===== config.mk =====
export PLATFORM = sky130hd
export DESIGN_NAME = hazard_unit
export DESIGN_NICKNAME = d
export VERILOG_FILES = /design/src/rtl/hazard_pkg.sv /design/src/rtl/hazard_unit_mc_stall_fsm.sv /design/src/rtl/hazard_unit.sv
export SDC_FILE = /design/constraint.sdc
export NUM_CORES = 1
export LEC_CHECK = 0
export CORE_MARGIN = 2
export CORE_UTILIZATION = 29
export CTS_CLUSTER_SIZE = 10
export DETAILED_ROUTE_END_ITERATION = 12
export DONT_BUFFER_PORTS = 1
export PLACE_DENSITY = 0.48
export SYNTH_ARGS = -nofsm -noshare
export SYNTH_HDL_FRONTEND = slang
export SYNTH_SLANG_ARGS = --single-unit

===== constraint.sdc =====
create_clock -name clk -period 3.11 [get_ports clk]
set_input_delay 0.4665 -clock clk [delete_from_list [all_inputs] [get_ports clk]]
set_output_delay 0.4665 -clock clk [all_outputs]
set_load 0.005 [all_outputs]

===== src/rtl/hazard_pkg.sv =====
// Shared definitions for the RV32 pipeline hazard controller.
//   - forwarding select codes driven onto fwd_rs1_sel / fwd_rs2_sel
//   - multi-cycle EX FSM state encoding
//   - RV32 opcode constants the decoder uses to form ex_is_load / ex_is_mc
package hazard_pkg;

    localparam logic [1:0] FWD_RF  = 2'b00;
    localparam logic [1:0] FWD_MEM = 2'b01;
    localparam logic [1:0] FWD_WB  = 2'b10;

    typedef enum logic [1:0] {
        MC_IDLE = 2'd0,
        MC_BUSY = 2'd1,
        MC_DONE = 2'd2
    } mc_state_e;

    localparam logic [6:0] OPC_LOAD    = 7'b0000011;
    localparam logic [6:0] OPC_JAL     = 7'b1101111;
    localparam logic [6:0] OPC_JALR    = 7'b1100111;
    localparam logic [6:0] OPC_BRANCH  = 7'b1100011;
    localparam logic [6:0] OPC_OP      = 7'b0110011;
    localparam logic [6:0] FUNCT7_MEXT = 7'b0000001;

    // M-extension register-register ops (mul/div family) are the multi-cycle ones.
    function automatic logic is_mc_op(input logic [6:0] opcode, input logic [6:0] funct7);
        return (opcode == OPC_OP) && (funct7 == FUNCT7_MEXT);
    endfunction

endpackage


===== src/rtl/hazard_unit_mc_stall_fsm.sv =====
// Multi-cycle EX operation stall sequencer.
// Holds the pipeline front end while a mul/div occupies EX for MC_LAT cycles.
// Ports:
//   clk, rstn            clock, asynchronous active-low reset
//   ex_valid, ex_is_mc   EX holds a valid multi-cycle op
//   mem_stall            data-memory wait (higher priority than mc stall)
//   mc_stall             request to hold PC/IF-ID/ID-EX and bubble EX-MEM
//   state                current FSM state
module mc_stall_fsm
    import hazard_pkg::*;
#(
    parameter int MC_LAT = 3
) (
    input  logic      clk,
    input  logic      rstn,
    input  logic      ex_valid,
    input  logic      ex_is_mc,
    input  logic      mem_stall,
    output logic      mc_stall,
    output mc_state_e state
);

    // Counter only needs to hold MC_LAT-2; keep at least one bit for MC_LAT<=2.
    localparam int            CW       = (MC_LAT > 2) ? $clog2(MC_LAT) : 1;
    localparam logic [CW-1:0] CNT_LOAD = (MC_LAT > 2) ? CW'(MC_LAT - 2) : '0;
    localparam logic          MC_EN    = (MC_LAT > 1);

    mc_state_e     state_nxt;
    logic [CW-1:0] cnt, cnt_nxt;

    always_ff @(posedge clk or negedge rstn) begin
        if (!rstn) begin
            state <= MC_IDLE;
            cnt   <= '0;
        end else begin
            state <= state_nxt;
            cnt   <= cnt_nxt;
        end
    end

    always_comb begin
        state_nxt = state;
        cnt_nxt   = cnt;
        mc_stall  = 1'b0;
        case (state)
            MC_IDLE: begin
                // A memory wait freezes EX, so the op is only started once memory releases.
                if (MC_EN && ex_valid && ex_is_mc && !mem_stall) begin
                    mc_stall  = 1'b1;
                    cnt_nxt   = CNT_LOAD;
                    state_nxt = (CNT_LOAD != '0) ? MC_BUSY : MC_DONE;
                end
            end
            MC_BUSY: begin
                mc_stall = 1'b1;
                cnt_nxt  = cnt - 1'b1;
                if (cnt == CW'(1)) begin
                    state_nxt = MC_DONE;
                end
            end
            MC_DONE: begin
                // The finished op is still sitting in EX; staying here keeps it
                // from being started a second time while memory holds the pipe.
                if (!mem_stall) begin
                    state_nxt = MC_IDLE;
                end
            end
            default: begin
                state_nxt = MC_IDLE;
            end
        endcase
    end

endmodule


===== src/rtl/hazard_unit.sv =====
// Pipeline hazard controller for the 5-stage RV32 core (IF/ID/EX/MEM/WB).
// Produces per-stage stall/flush controls, EX operand forwarding selects and
// saturating perf counters.
// Ports:
//   clk, rstn                         clock, asynchronous active-low reset
//   id_rs1/rs2, id_rs1/rs2_used       ID source indices and use flags
//   ex_rs1/rs2, ex_rd, ex_*           EX sources, destination and op flags
//   ex_redirect                       EX resolved taken branch / JAL / JALR
//   mem_rd, mem_we                    MEM destination and write enable
//   mem_req, mem_ready                data-memory handshake
//   wb_rd, wb_we                      WB destination and write enable
//   stall_*                           hold the named pipeline register
//   flush_*                           load a bubble into the named register
//   fwd_rs1_sel, fwd_rs2_sel          00 regfile, 01 MEM, 10 WB
//   stall_cycles, redirect_cnt        saturating perf counters
module hazard_unit
    import hazard_pkg::*;
#(
    parameter int REG_AW = 5,
    parameter int MC_LAT = 3,
    parameter int CNT_W  = 32
) (
    input  logic              clk,
    input  logic              rstn,
    input  logic [REG_AW-1:0] id_rs1,
    input  logic [REG_AW-1:0] id_rs2,
    input  logic              id_rs1_used,
    input  logic              id_rs2_used,
    input  logic [REG_AW-1:0] ex_rs1,
    input  logic [REG_AW-1:0] ex_rs2,
    input  logic [REG_AW-1:0] ex_rd,
    input  logic              ex_valid,
    input  logic              ex_we,
    input  logic              ex_is_load,
    input  logic              ex_is_mc,
    input  logic              ex_redirect,
    input  logic [REG_AW-1:0] mem_rd,
    input  logic              mem_we,
    input  logic              mem_req,
    input  logic              mem_ready,
    input  logic [REG_AW-1:0] wb_rd,
    input  logic              wb_we,
    output logic              stall_pc,
    output logic              stall_ifid,
    output logic              stall_idex,
    output logic              stall_exmem,
    output logic              flush_ifid,
    output logic              flush_idex,
    output logic              flush_exmem,
    output logic              flush_memwb,
    output logic [1:0]        fwd_rs1_sel,
    output logic [1:0]        fwd_rs2_sel,
    output logic [CNT_W-1:0]  stall_cycles,
    output logic [CNT_W-1:0]  redirect_cnt
);

    logic      mem_stall;
    logic      load_use;
    logic      mc_stall;
    logic      redirect_take;
    mc_state_e mc_state;

    function automatic logic [CNT_W-1:0] sat_inc(input logic [CNT_W-1:0] v);
        return (&v) ? v : v + CNT_W'(1);
    endfunction

    // MEM is the younger producer, so it wins over WB. x0 is never forwarded.
    function automatic logic [1:0] fwd_sel(
        input logic [REG_AW-1:0] rs,
        input logic [REG_AW-1:0] m_rd,
        input logic              m_we,
        input logic [REG_AW-1:0] w_rd,
        input logic              w_we
    );
        if (m_we && (m_rd != '0) && (m_rd == rs)) return FWD_MEM;
        if (w_we && (w_rd != '0) && (w_rd == rs)) return FWD_WB;
        return FWD_RF;
    endfunction

    assign mem_stall = mem_req & ~mem_ready;

    assign load_use = ex_valid & ex_is_load & ex_we & (ex_rd != '0) &
                      ((id_rs1_used & (id_rs1 == ex_rd)) |
                       (id_rs2_used & (id_rs2 == ex_rd)));

    mc_stall_fsm #(
        .MC_LAT (MC_LAT)
    ) u_mc (
        .clk       (clk),
        .rstn      (rstn),
        .ex_valid  (ex_valid),
        .ex_is_mc  (ex_is_mc),
        .mem_stall (mem_stall),
        .mc_stall  (mc_stall),
        .state     (mc_state)
    );

    // Strict priority. A redirect under a stall is simply retried next cycle
    // because the EX instruction is held; a redirect beats load-use since the
    // ID instruction is wrong-path anyway.
    always_comb begin
        stall_pc      = 1'b0;
        stall_ifid    = 1'b0;
        stall_idex    = 1'b0;
        stall_exmem   = 1'b0;
        flush_ifid    = 1'b0;
        flush_idex    = 1'b0;
        flush_exmem   = 1'b0;
        flush_memwb   = 1'b0;
        redirect_take = 1'b0;
        if (mem_stall) begin
            stall_pc    = 1'b1;
            stall_ifid  = 1'b1;
            stall_idex  = 1'b1;
            stall_exmem = 1'b1;
            flush_memwb = 1'b1;
        end else if (mc_stall) begin
            stall_pc    = 1'b1;
            stall_ifid  = 1'b1;
            stall_idex  = 1'b1;
            flush_exmem = 1'b1;
        end else if (ex_redirect && ex_valid) begin
            flush_ifid    = 1'b1;
            flush_idex    = 1'b1;
            redirect_take = 1'b1;
        end else if (load_use) begin
            stall_pc   = 1'b1;
            stall_ifid = 1'b1;
            flush_idex = 1'b1;
        end
    end

    assign fwd_rs1_sel = fwd_sel(ex_rs1, mem_rd, mem_we, wb_rd, wb_we);
    assign fwd_rs2_sel = fwd_sel(ex_rs2, mem_rd, mem_we, wb_rd, wb_we);

    always_ff @(posedge clk or negedge rstn) begin
        if (!rstn) begin
            stall_cycles <= '0;
            redirect_cnt <= '0;
        end else begin
            if (stall_pc) begin
                stall_cycles <= sat_inc(stall_cycles);
            end
            if (redirect_take) begin
                redirect_cnt <= sat_inc(redirect_cnt);
            end
        end
    end

endmodule


# == Word level (Yosys, flattened, before mapping) ==
# Index checks and enable logic that the tools add are counted.
# totals
ff_bits,68
# classes
eq_ne,12
muxes,35
n_reduce_logical,21
addsub,3
bitwise,11
# op_table
operator,n
$add 32x1->32 const B,2
$reduce_and 32->1,2
$eq 5x5->1,6
$mux 2,11
$mux 1,21
$reduce_bool 5->1,3
$logic_and 1x1->1,9
$and 1x1->1,7
$pmux 2 s3,1
$reduce_and 2->1,3
$eq 2x1->1 const B,2
$ne 2x1->1 const B,2
$pmux 2 s2,1
$not 1->1,3
$reduce_and 3->1,1
$eq 2x2->1 const B,1
$logic_not 2->1,1
$ne 2x2->1 const B,1
$pmux 1 s2,1
$reduce_bool 2->1,1
$sub 2x1->2 const B,1
$logic_not 1->1,1
$or 1x1->1,1

# == Logic depth before layout (Yosys ltp) ==
# depth
depth_word,9
mapped_depth,9

# == Modules after synthesis ==
# A second synthesis with hierarchy kept.
# unflattened
hier_cells,366
area_unflattened_um2,3694.8
# by_module_without_submodules
module,cells_per_inst,area_each_um2,instances,seq_area_each_um2
hazard_unit,346,3474.6,1,1601.5
mc_stall_fsm,20,220.2,1,100.1

# == Worst setup path after synthesis ==
# No wires, ideal clock.
# synth_path
path_kind,reg2reg
start,register stall_cycles[0]
end,register stall_cycles[15]
arrival_ns,2.309
synth_period_minus_slack_ns,2.441
stages_incl_launch_ff,10
path_slack_ns,0.669
path_buffers,1
cell_sequence,dfrtp_1 ha_1 and4_1 nand2_1 or4_4 or3_4 o211ai_2 buf_4 nor3_1 xor2_1
# synth_via
elab_chain_len,3
# synth_lines
item,line,text
start: declaration,hazard_unit.sv:53,"output logic [CNT_W-1:0] stall_cycles,"
start signal: assignment,hazard_unit.sv:142,stall_cycles <= sat_inc(stall_cycles);
"parallel branches: the longest is 3 deep, another holds $add 32x1->32",--,
# Several ways; the timed one is not identified.
# A chain may end at the register's enable or synchronous reset.

# == Worst setup path in the final report ==
# layout_path
start,register stall_cycles[0]
end,register stall_cycles[20]
# The elaborated chain is that of the path after synthesis.

==> out/summary.txt <==
Max Freq -> 365 MHz
Cells after Synth -> 365
R2R cell count -> 8
Slew HR -> 53.9%
Peak supply drop -> 0.250 mV
Post-route clock skew -> 7.12 ps
Crit Path Class -> flip-flop to flip-flop
Post-CTS Setup Bufs -> 0
P per Cell Area -> 615 nW/um^2
CP max FO -> 13
Lkg Pwr -> 1.79 nW
Row cnt -> 41
First-pass detailed-route iteration total -> 4
CP endpoint kind -> flip-flop
First-pass GRT wire length -> 14800 um
WL/cell -> 16.8 um
Initial antenna violation count -> 0
Ys flop type -> dfrtp_1
Setup TNS -> 0 ps
Skew-Pair Late Insertion Delay -> 340 ps
Gp weighted congestion -> 0.773
Worst reg2reg startpoint -> stall_cycles[0]
Setup slack, reg-to-reg -> 370 ps
Synth area leader -> dfrtp_1
Max-slew violations -> 0
Fill cells -> 1289
Initial Utilization -> 29.4%
Post-synth EDFFs -> 0
Tot Pwr -> 2.56 mW
# setup viols final -> 0
Worst Hold Class -> primary input to async pin
Die Area -> 13500 um^2
Vias per cell -> 4.89
Sink Count -> 68
Area growth syn-to-layout -> 13.7%
Post-synthesis sequential area ratio -> 46.5%
CORE AREA -> 12500 um^2
Final HPWL DP -> 6910 um
Number of max-cap violations -> 0
Antenna viol nets, final -> 0
Unique masters post-synth -> 43
Final hold violation count -> 0
Status -> finished, final reports clean
Number of DRC markers in iteration 0 -> 129
Post-synth top area share -> 46.5%
CTS Buf Count -> 9
CTS tree -> yes
Final WL -> 9200 um
Synth warn -> 0
Fin Hold WS -> 1.76 ps
Number of port buffers -> 0
Grt total ovfl -> 0
Flops & latches, synth -> 68
Largest net degree at the start of global routing -> 69
Clock Path Buffers -> 2
Die H -> 116 um
Asr flop ratio synth -> 100%
Final min period -> 2740 ps
Horiz. Die Dim -> 116 um
Syn nets -> 416
H-Tree Depth -> 3
Critical Path RT -> 3320 ps
Layout cells sized above 1 -> 8.22%
Cell area after synthesis -> 3660 um^2
Setup crit start kind -> flip-flop
Post-route clock period utilization -> 88.0%
DRC Markers -> 0
CTS Root Cell -> clkbuf_16
I/O Pins -> 124
RSZ-0062 raised after global routing -> false
Final Net Count -> 423
Avg Inst Size Synth -> 10.0 um^2
Routed via count -> 2683
Reg2reg end -> stall_cycles[20]
Vias in the first global route -> 2705
Critical Path AT -> 2950 ps
Worst-Margin Slew -> 690 ps
Gr usage total -> 14.3%
CTS clk-pin slew, worst paths -> 60 ps
Cells taking the most area after synthesis -> dfrtp_1 (46%), xnor2_1 (12%), xor2_1 (9.6%)
Diodes inserted -> 0
## what timing repair did
action / CTS / global route
resized for setup: 0 / 0
endpoints found under the hold margin: 68 / 0
hold buffers: 1 / 0
## state kept, by name, summed over array words and instances (netlist names)
signal and cells:
redirect_cnt 32, stall_cycles 32, u_mc.cnt 2, u_mc.state 2
## worst max-delay path by stage
stage	start	endpoint	slack, ps	cells after the start
finish	stall_cycles[0]	stall_cycles[20]	370	8
floorplan	stall_cycles[0]	stall_cycles[15]	670	9
global placement	stall_cycles[0]	stall_cycles[20]	430	8
global route	stall_cycles[0]	stall_cycles[17]	150	8
detailed placement	stall_cycles[0]	stall_cycles[17]	380	8
CTS	stall_cycles[0]	stall_cycles[20]	370	8
## critical path, cell delays in order (launching register included)
cell      delay [ps]
dfrtp_1          450
ha_1             230
and4_1           290
nand2_1          140
or4_4            540
or3_4            350
o211ai_2         270
nor3_1           150
xor2_1           170
## where the power goes
group | total, mW | switching [mW] | internal (mW)
clock network | 1.03 | 0.389 | 0.642
registers | 1.12 | 0.144 | 0.978
logic | 0.410 | 0.233 | 0.177
## layout make-up
type	count	area, um^2	area share (%)
clock inverters	4	48.8	1.17
clock buffers	12	246	5.92
multi-input cells	282	1880	45.1
well taps	172	215	5.17
inverters	8	30.0	0.721
flip-flops and latches	68	1700	40.9
repair buffers	3	42.5	1.02
## cell families after synthesis
family,after synthesis,synth area share (%)
simple gates,166,23.9
xor+xnor,92,22.0
flops,68,46.5
compound gates,20,4.07
buf+inv,15,2.19
fa+ha+maj,3,1.03
mux,1,0.274
## Yosys cell counts (2+ instances only)
library cell,instances
nor4_1,8
dfrtp_1,68
inv_1,8
nand3_1,24
nand2_1,43
a21oi_1,4
o21ai_0,4
and2_2,2
a41oi_1,2
o2111ai_1,2
xor2_1,40
nand4_1,19
ha_1,3
buf_4,3
nand3_2,3
or4_1,6
xnor2_1,52
nor3_1,9
nor2_1,29
and4_1,6
and3_1,7
clkbuf_1,2
## metrics by stage
stage / std cells / area [um^2] / setup slack, ps / util, %
floorplan: 365 / 3660 / 669 / -
global placement: 532 / 3840 / 428 / 30.8
detailed placement: 532 / 3840 / 375 / 30.8
CTS: 549 / 4160 / 367 / 33.4
global route: 549 / 4160 / 151 / 33.4
finish: 549 / 4160 / 374 / 33.4
## metal layers
| layer | vias to the layer above | global-route usage, % | wire length [um] | part of all wire, % |
|---|---|---|---|---|
| li1 | 1287 | - | - | - |
| met1 | 1312 | 19.3 | 4200 | 46 |
| met2 | 70 | 20.7 | 4220 | 46 |
| met3 | 14 | 4.77 | 581 | 6.3 |
| met4 | 0 | 6.67 | 190 | 2.1 |
| met5 | - | 0 | 0 | 0 |
## layout by cell type, fill, tap and decap left out, drive strengths merged, types with 6 or more instances in the layout
cell	instances
dfrtp	68
xnor2	52
nand2	43
xor2	40
nor2	29
nand3	27
nand4	20
clkbuf	12
nor3	9
inv	8
nor4	8
and3	7
or4	7
and4	6
Note: power is estimated with default switching activity, not from simulation.
